`config.mk`:
```
export PLATFORM = sky130hd
export DESIGN_NAME = sram_arbiter2
export DESIGN_NICKNAME = d
export VERILOG_FILES = /design/src/rtl/sram_arbiter2.sv
export SDC_FILE = /design/constraint.sdc
export NUM_CORES = 1
export LEC_CHECK = 0
export CAP_MARGIN = 5
export CELL_PAD_IN_SITES_DETAIL_PLACEMENT = 1
export CELL_PAD_IN_SITES_GLOBAL_PLACEMENT = 1
export CORE_ASPECT_RATIO = 1.75
export CORE_MARGIN = 8
export CORE_UTILIZATION = 20
export CTS_CLUSTER_SIZE = 25
export DETAILED_ROUTE_END_ITERATION = 7
export PLACE_DENSITY_LB_ADDON = 0.12
export SLEW_MARGIN = 20
export SYNTH_ARGS = -nofsm -noshare
export SYNTH_HDL_FRONTEND = slang
export SYNTH_SLANG_ARGS = --single-unit
export TNS_END_PERCENT = 100
```
`constraint.sdc`:
```
create_clock -name clk -period 2.5 [get_ports clk]
set_input_delay 0.5 -clock clk [delete_from_list [all_inputs] [get_ports clk]]
set_output_delay 0.5 -clock clk [all_outputs]
set_load 0.005 [all_outputs]
```
`src/rtl/sram_arbiter2.sv`:
```
// Two-master round-robin arbiter onto a single valid/ready SRAM port,
// one outstanding transaction, with a watchdog that force-completes a stuck slave.
module sram_arbiter2 #(
  parameter int            AW       = 32,
  parameter int            DW       = 32,
  parameter int            TIMEOUT  = 256,
  parameter logic [DW-1:0] ERR_DATA = DW'(32'hDEAD_BEEF)
) (
  input  logic            clk,
  input  logic            rst,
  input  logic            m0_valid,
  input  logic            m0_instr,
  input  logic [AW-1:0]   m0_addr,
  input  logic [DW-1:0]   m0_wdata,
  input  logic [DW/8-1:0] m0_wstrb,
  output logic            m0_ready,
  output logic [DW-1:0]   m0_rdata,
  input  logic            m1_valid,
  input  logic            m1_instr,
  input  logic [AW-1:0]   m1_addr,
  input  logic [DW-1:0]   m1_wdata,
  input  logic [DW/8-1:0] m1_wstrb,
  output logic            m1_ready,
  output logic [DW-1:0]   m1_rdata,
  output logic            s_valid,
  output logic            s_instr,
  output logic [AW-1:0]   s_addr,
  output logic [DW-1:0]   s_wdata,
  output logic [DW/8-1:0] s_wstrb,
  input  logic            s_ready,
  input  logic [DW-1:0]   s_rdata,
  output logic            timeout_err,
  output logic [AW-1:0]   err_addr
);

  localparam int WDW = (TIMEOUT > 0) ? $clog2(TIMEOUT + 1) : 1;
  localparam logic [WDW-1:0] WD_LAST = (TIMEOUT > 0) ? WDW'(TIMEOUT - 1) : {WDW{1'b0}};

  localparam logic [1:0] IDLE  = 2'd0;
  localparam logic [1:0] BUSY0 = 2'd1;
  localparam logic [1:0] BUSY1 = 2'd2;

  logic [1:0]     state_q, state_d;
  logic           last_grant_q, last_grant_d;
  logic [WDW-1:0] wd_cnt_q, wd_cnt_d;
  logic [AW-1:0]  err_addr_q, err_addr_d;

  logic           busy_s;
  logic           sel_s;
  logic           wd_hit_s;
  logic           done_s;
  logic [AW-1:0]  addr_mux_s;
  logic [DW-1:0]  rdata_mux_s;

  // Slave-side request mux and completion/watchdog detection
  always_comb begin
    busy_s     = (state_q == BUSY0) || (state_q == BUSY1);
    sel_s      = (state_q == BUSY1);
    addr_mux_s = {AW{1'b0}};
    s_instr    = 1'b0;
    s_wdata    = {DW{1'b0}};
    s_wstrb    = {(DW/8){1'b0}};
    if (busy_s) begin
      addr_mux_s = sel_s ? m1_addr  : m0_addr;
      s_instr    = sel_s ? m1_instr : m0_instr;
      s_wdata    = sel_s ? m1_wdata : m0_wdata;
      s_wstrb    = sel_s ? m1_wstrb : m0_wstrb;
    end else begin
      addr_mux_s = {AW{1'b0}};
    end
    s_valid     = busy_s;
    s_addr      = addr_mux_s;
    // A real s_ready in the last watchdog cycle beats the timeout
    wd_hit_s    = busy_s && (TIMEOUT > 0) && (wd_cnt_q == WD_LAST) && !s_ready;
    done_s      = busy_s && (s_ready || wd_hit_s);
    rdata_mux_s = wd_hit_s ? ERR_DATA : s_rdata;
    timeout_err = wd_hit_s;
    err_addr    = err_addr_q;
  end

  // Master-side responses: only the granted master ever sees ready/rdata
  always_comb begin
    m0_ready = (state_q == BUSY0) && done_s;
    m1_ready = (state_q == BUSY1) && done_s;
    m0_rdata = m0_ready ? rdata_mux_s : {DW{1'b0}};
    m1_rdata = m1_ready ? rdata_mux_s : {DW{1'b0}};
  end

  // Next-state: arbitration in IDLE, completion and watchdog in BUSY
  always_comb begin
    state_d      = state_q;
    last_grant_d = last_grant_q;
    wd_cnt_d     = wd_cnt_q;
    err_addr_d   = err_addr_q;
    case (state_q)
      IDLE: begin
        wd_cnt_d = {WDW{1'b0}};
        if (m0_valid && m1_valid) begin
          state_d = last_grant_q ? BUSY0 : BUSY1;
        end else if (m0_valid) begin
          state_d = BUSY0;
        end else if (m1_valid) begin
          state_d = BUSY1;
        end else begin
          state_d = IDLE;
        end
      end
      BUSY0, BUSY1: begin
        if (done_s) begin
          state_d      = IDLE;
          last_grant_d = sel_s;
          wd_cnt_d     = {WDW{1'b0}};
          if (wd_hit_s) begin
            err_addr_d = addr_mux_s;
          end else begin
            err_addr_d = err_addr_q;
          end
        end else if (TIMEOUT > 0) begin
          wd_cnt_d = wd_cnt_q + WDW'(1);
        end else begin
          wd_cnt_d = {WDW{1'b0}};
        end
      end
      default: begin
        state_d  = IDLE;
        wd_cnt_d = {WDW{1'b0}};
      end
    endcase
  end

  // State registers
  always_ff @(posedge clk or posedge rst) begin
    if (rst) begin
      state_q      <= IDLE;
      last_grant_q <= 1'b1;
      wd_cnt_q     <= {WDW{1'b0}};
      err_addr_q   <= {AW{1'b0}};
    end else begin
      state_q      <= state_d;
      last_grant_q <= last_grant_d;
      wd_cnt_q     <= wd_cnt_d;
      err_addr_q   <= err_addr_d;
    end
  end

endmodule

```
# Yosys cells after proc, flatten, opt, wreduce, memory -nomap -nowiden
# Cells that the tools add are included.
# W data, S select, Z words.
# op_classes
n_addsub	1
eq_ne	4
muxes	19
reduce_logical	13
# op_table
op	count
$mux W32	7
$mux W9	2
$mux W2	5
$add A9 B1 Y9 const B	1
$eq A9 B8 Y1 const B	1
$mux W4	2
$logic_and A1 B1 Y1	6
$pmux W2 S2	1
$reduce_and A3 Y1	1
$eq A2 B1 Y1 const B	1
$eq A2 B2 Y1 const B	1
$logic_not A2 Y1	1
$logic_or A1 B1 Y1	2
$mux W1	2
$ne A2 B2 Y1 const B	1
$reduce_and A2 Y1	1
$reduce_or A2 Y1	1
$logic_not A1 Y1	1
# word_totals
regBits	44
inputBits	175
word_cells	41

# Logic depth before layout (Yosys ltp)
# logic_depth
ltp_word	8
ltp_mapped	10
ltp_nobuf	8

# Least setup slack after synthesis
# OpenSTA, ideal clock, no wires.
# synth_timing
kind	register -> output
from	register wd_cnt_q[0]
to	output port m0_rdata[19]
arrival_ns	1.630
required_ns	2.000
setup_slack_ns	0.370
stages_incl_launch_ff	11
path_buffers	2
path_cell_list	dfrtp_1 -> ha_1 -> nand3_1 -> nor2_1 -> ha_1 -> nand3b_4 -> inv_2 -> buf_6 -> buf_4 -> nor2_1 -> nor2_1
# synth_between
elab_chain_cells	7
# synth_rtl
item	line	rtl
start: declaration	45	logic [WDW-1:0] wd_cnt_q, wd_cnt_d;
start signal: assignment	136	wd_cnt_q <= {WDW{1'b0}};
start signal: assignment	141	wd_cnt_q <= wd_cnt_d;
$eq A9 B8 Y1 *	74	wd_hit_s = busy_s && (TIMEOUT > 0) && (wd_cnt_q == WD_LAST) && !s_ready;
$logic_and A1 B1 Y1 * (2 in a row)	74	
named net timeout_err	32	output logic timeout_err,
$logic_or A1 B1 Y1	75	done_s = busy_s && (s_ready || wd_hit_s);
$logic_and A1 B1 Y1	75	
$logic_and A1 B1 Y1	83	m0_ready = (state_q == BUSY0) && done_s;
$mux W32 *	85	m0_rdata = m0_ready ? rdata_mux_s : {DW{1'b0}};
end: declaration	17	output logic [DW-1:0] m0_rdata,
# Mark *: on every way through the listed nets, which the timed path passes. The rest lies on a longest branch.

# Final worst setup path
# layout_timing
from	register wd_cnt_q[0]
to	output port m0_ready
# layout_between
elab_chain_cells	6
# layout_rtl
item	line	rtl
$eq A9 B8 Y1	74	
$logic_and A1 B1 Y1 (2 in a row)	74	
$logic_or A1 B1 Y1	75	
$logic_and A1 B1 Y1	75	
$logic_and A1 B1 Y1	83	
end: declaration	16	output logic m0_ready,
# No other way between the ends.

==> metrics.md <==
| Metric | Value |
|---|---|
| Unrepaired setup endpoints after global routing | yes |
| Post-DRT Antenna Nets | 0 |
| CP startpoint kind | flop |
| Clock power frac | 11.9% |
| Dpl ws | -0.244 ns |
| Post-synthesis cell type count | 31 |
| Setup-failing EPs final | 32 |
| Worst path cell trace | ha_2 -> nand3_2 -> nor2_1 -> ha_2 -> o21a_4 -> buf_6 -> nand2_8 -> buf_16 -> buf_6 -> inv_2 -> buf_6 |
| CTS Sinks | 44 |
| Post-synthesis simple-gate area fraction | 26.6% |
| GR Util All Layers | 18.9% |
| CTS Buf Count | 5 |
| Final period util | 103% |
| WL met3 | 2170 um |
| VDD IR-drop max | 0.367 mV |
| Seq cells post-synth | 44 |
| Failing checks | setup timing |
| Slew Viols, Final | 0 |
| Die ar. | 0.0222 mm^2 |
| Compound-cell area share of the yosys netlist | 1.75% |
| Initial DRC Count | 70 |
| Synth top area share | 30.7% |
| Clk root buf | clkbuf_16 |
| Clk_skew | 0.00347 ns |
| First-pass GRT wire length | 31200 um |
| GR Overflow Total | 0 |
| Placed cell area | 0.00745 mm^2 |
| Final wirelength | 23500 um |
| Mux cell area share after synthesis | 30.5% |
| Post-synthesis cell area | 0.00351 mm^2 |
| P per Cell Area | 714 mW/mm^2 |
| Synth area leader | dfrtp_1 |
| Top post-synthesis cells by area | dfrtp_1 (31%), mux2i_1 (20%), nor2b_1 (12%) |
| Synth warn | 0 |
| Worst hold path type | reg2reg |
| WP buf/inv | 5 |
| Core area | 0.0174 mm^2 |
| Nets | 982 |
| Mapped Cells | 391 |
| Critical path class | reg2out |
| I/O Pins | 344 |
| Syn Nets | 571 |
| Register area | 0.00110 mm^2 |
| CP endpoint kind | output pin |
| Layout cells sized above 1 | 38.7% |
| Cells after DPL | 978 |
| Multi-input gate area | 0.00275 mm^2 |
| Part of the power in combinational logic | 75.8% |
| CTS max path bufs | 2 |
| Vias per cell | 4.47 |
| Area Overhead vs Synth | 146% |
| Relative slew margins | 60.3% |
| Slowest stage delay, CP | 0.39 ns |
| Router iterations before antenna repair | 4 |
| Largest family of logic cells by synthesized area | multiplexers |
| # fillers | 1942 |
| Cell row count | 64 |
| Highest metal used | met5 |
| Power Internal | 0.00388 W |
| Clock transition at path regs | 0.06 ns |
| Setup WS post-layout | -0.0866 ns |
| Number of remaining DRC errors | 0 |
| CP max-delay cell | dfrtp_1 |
| Routed wl met2 | 13000 um |
| Vias | 4645 |
| Post-Syn Area per Cell | 8.98 um^2 |
| Max_cap viols | 0 |
| Initial core utilization | 20.2% |
| RD Place Congestion | 0.930 |
| Switch share | 37.2% |
| Clock Latency Late Sink | 0.28 ns |
| Overall die height | 191 um |
| H-Tree Depth | 2 |
| Initial antenna violation count | 7 |
| Net Sw Power | 0.00230 W |
| Max Freq | 387 MHz |
| Final Hold Fails | 0 |
| Seq/Total Area, Yosys | 31.4% |
| CP delay by family, top | buffers and inverters |
| Most frequent CP cell | buf_6 |
| Largest net degree at the start of global routing | 45 |
| Worst Path Required | 2.00 ns |
| I/O Buffers | 343 |
| CP arrival | 2.09 ns |
| Slew @ Worst Pin | 0.596 ns |
| Die width | 116 um |
| Worst hold slack | 0.508 ns |
| Fin cells | 1040 |
| Final Cell Area | 0.00865 mm^2 |
| Hold_buf cts | 0 |
| Synth Area in XOR/XNOR | 0.749% |
| Synth Area in Adders | 1.78% |
| Vias in the first global route | 5082 |
| DPL Wire Length | 18100 um |
| Sequential Power Share | 12.3% |
| Cell leakage power | 3.85 nW |
| Per-cell routed wire length | 22.6 um |
| Status | finished with violations |
| TritonCTS clock tree | yes |
| Final min period | 2.59 ns |
| WL met1 | 7250 um |
| Crit path max fanout | 8 |
-- metal layers --
| metal | vias to the layer above | track usage, % |
|---|---|---|
| li1 | 2111 | - |
| met4 | 2 | 10.7 |
| met5 | - | 0 |
| met1 | 2245 | 16.1 |
| met3 | 48 | 6.80 |
| met2 | 239 | 36.2 |
-- layout by cell type (no fill, tap or decap), types with 2 or more instances in the layout --
master	count
dfrtp_1	43
nand4_1	2
mux2i_2	3
mux2_2	27
buf_12	14
a21oi_1	3
ha_4	2
clkbuf_16	9
buf_16	6
buf_2	41
xor2_1	2
nand2_8	2
inv_1	4
mux2i_1	66
mux2_4	5
ha_2	2
diode_2	6
clkdlybuf4s50_1	207
or3_1	2
nor2b_1	63
nor2_2	20
nand2_1	4
clkbuf_2	5
o21ai_0	6
inv_2	3
clkdlybuf4s15_1	15
nor2_4	52
nor2b_2	6
buf_6	47
nand2_4	7
nand3_1	3
buf_4	50
dlygate4sd2_1	43
nor2_1	22
-- worst register-to-register path, cell delays in order (launching register included) --
cell and delay (ns):
dfrtp_1 0.36, ha_2 0.19, nand3_2 0.05, nor2_1 0.09, ha_2 0.24, nand3b_4 0.11, inv_6 0.10, buf_6 0.15
buf_4 0.12, buf_4 0.23, mux2_2 0.37
-- synthesized netlist by cell type --
library cell,n
inv_1,7
nor3b_1,1
and2_1,1
a211o_1,1
nand4_1,2
nand2_2,1
ha_1,5
inv_2,1
buf_2,4
xor2_1,2
buf_6,9
nand3_1,4
nor2b_1,69
buf_8,1
mux2_4,5
buf_4,8
dfrtp_1,43
nand3b_4,1
or3b_1,1
xnor2_1,1
o21ai_0,6
or3_1,2
a21oi_1,3
o21a_1,1
mux2i_1,69
nand2_1,13
clkbuf_1,7
or3_2,1
dfstp_2,1
mux2_2,27
nor2_1,94
-- state kept, by name, summed over array words and instances (netlist names) --
name          cells
err_addr         32
last_grant_q      1
state_q           2
wd_cnt_q          9
-- metrics by stage --
| stage | utilization [%] | power (W) | TNS [ns] |
|---|---|---|---|
| 5_1_grt | 49.8 | 0.00653 | -5.27 |
| 4_1_cts | 46.2 | 0.00597 | -3.91 |
| 3_5_place_dp | 42.9 | 0.00496 | -11.89 |
| 3_3_place_gp | 42.9 | 0.00493 | -8.80 |
| 2_1_floorplan | - | 0.00247 | 0 |
| 6_report | 49.8 | 0.00618 | -1.40 |
-- cell families after synthesis --
kind of cell    Yosys count
simple gates            190
mux                     101
flops                    44
buf+inv                  37
compound gates           11
fa+ha+maj                 5
xor+xnor                  3
-- power groups by stage --
| stage | logic [W] | registers, W | clock network, W |
|---|---|---|---|
| final | 0.00468 | 0.000761 | 0.000735 |
| after global routing | 0.00497 | 0.000764 | 0.000794 |
| after CTS | 0.00443 | 0.000761 | 0.000778 |
| after detailed placement | 0.00419 | 0.000774 | 0 |
| after global placement | 0.00415 | 0.000772 | 0 |
| after floorplan | 0.00170 | 0.000771 | 0 |
-- worst paths after layout --
path                            slack [ns]            to  depth (start not counted)         from
worst min-delay path                  0.51   err_addr[4]                          1  err_addr[4]
min in group asynchronous             0.68   err_addr[6]                          3          rst
worst max-delay path                 -0.09      m0_ready                         11  wd_cnt_q[0]
max in group asynchronous             1.40  err_addr[17]                          3          rst
worst max register to register        0.38  err_addr[16]                         10  wd_cnt_q[0]
worst min register to register        0.51   err_addr[4]                          1  err_addr[4]
-- what timing repair did --
action | 4_1_cts | 5_1_grt
setup buffers | 28 | 13
setup endpoints to repair | 137 | 90
cloned | 6 | 4
pin swaps | 9 | 26
resized for setup | 407 | 202
-- cell type report --
type                       instances  area share (%)
clock buffer                       6            1.49
timing repair buffer             433            49.7
inverter                           8           0.405
multi-input combinational        310            31.8
sequential                        44            12.7
tap                              231            3.34
antenna                            6           0.174
clock inverter                     2           0.405
(Power assumes the default switching activity.)
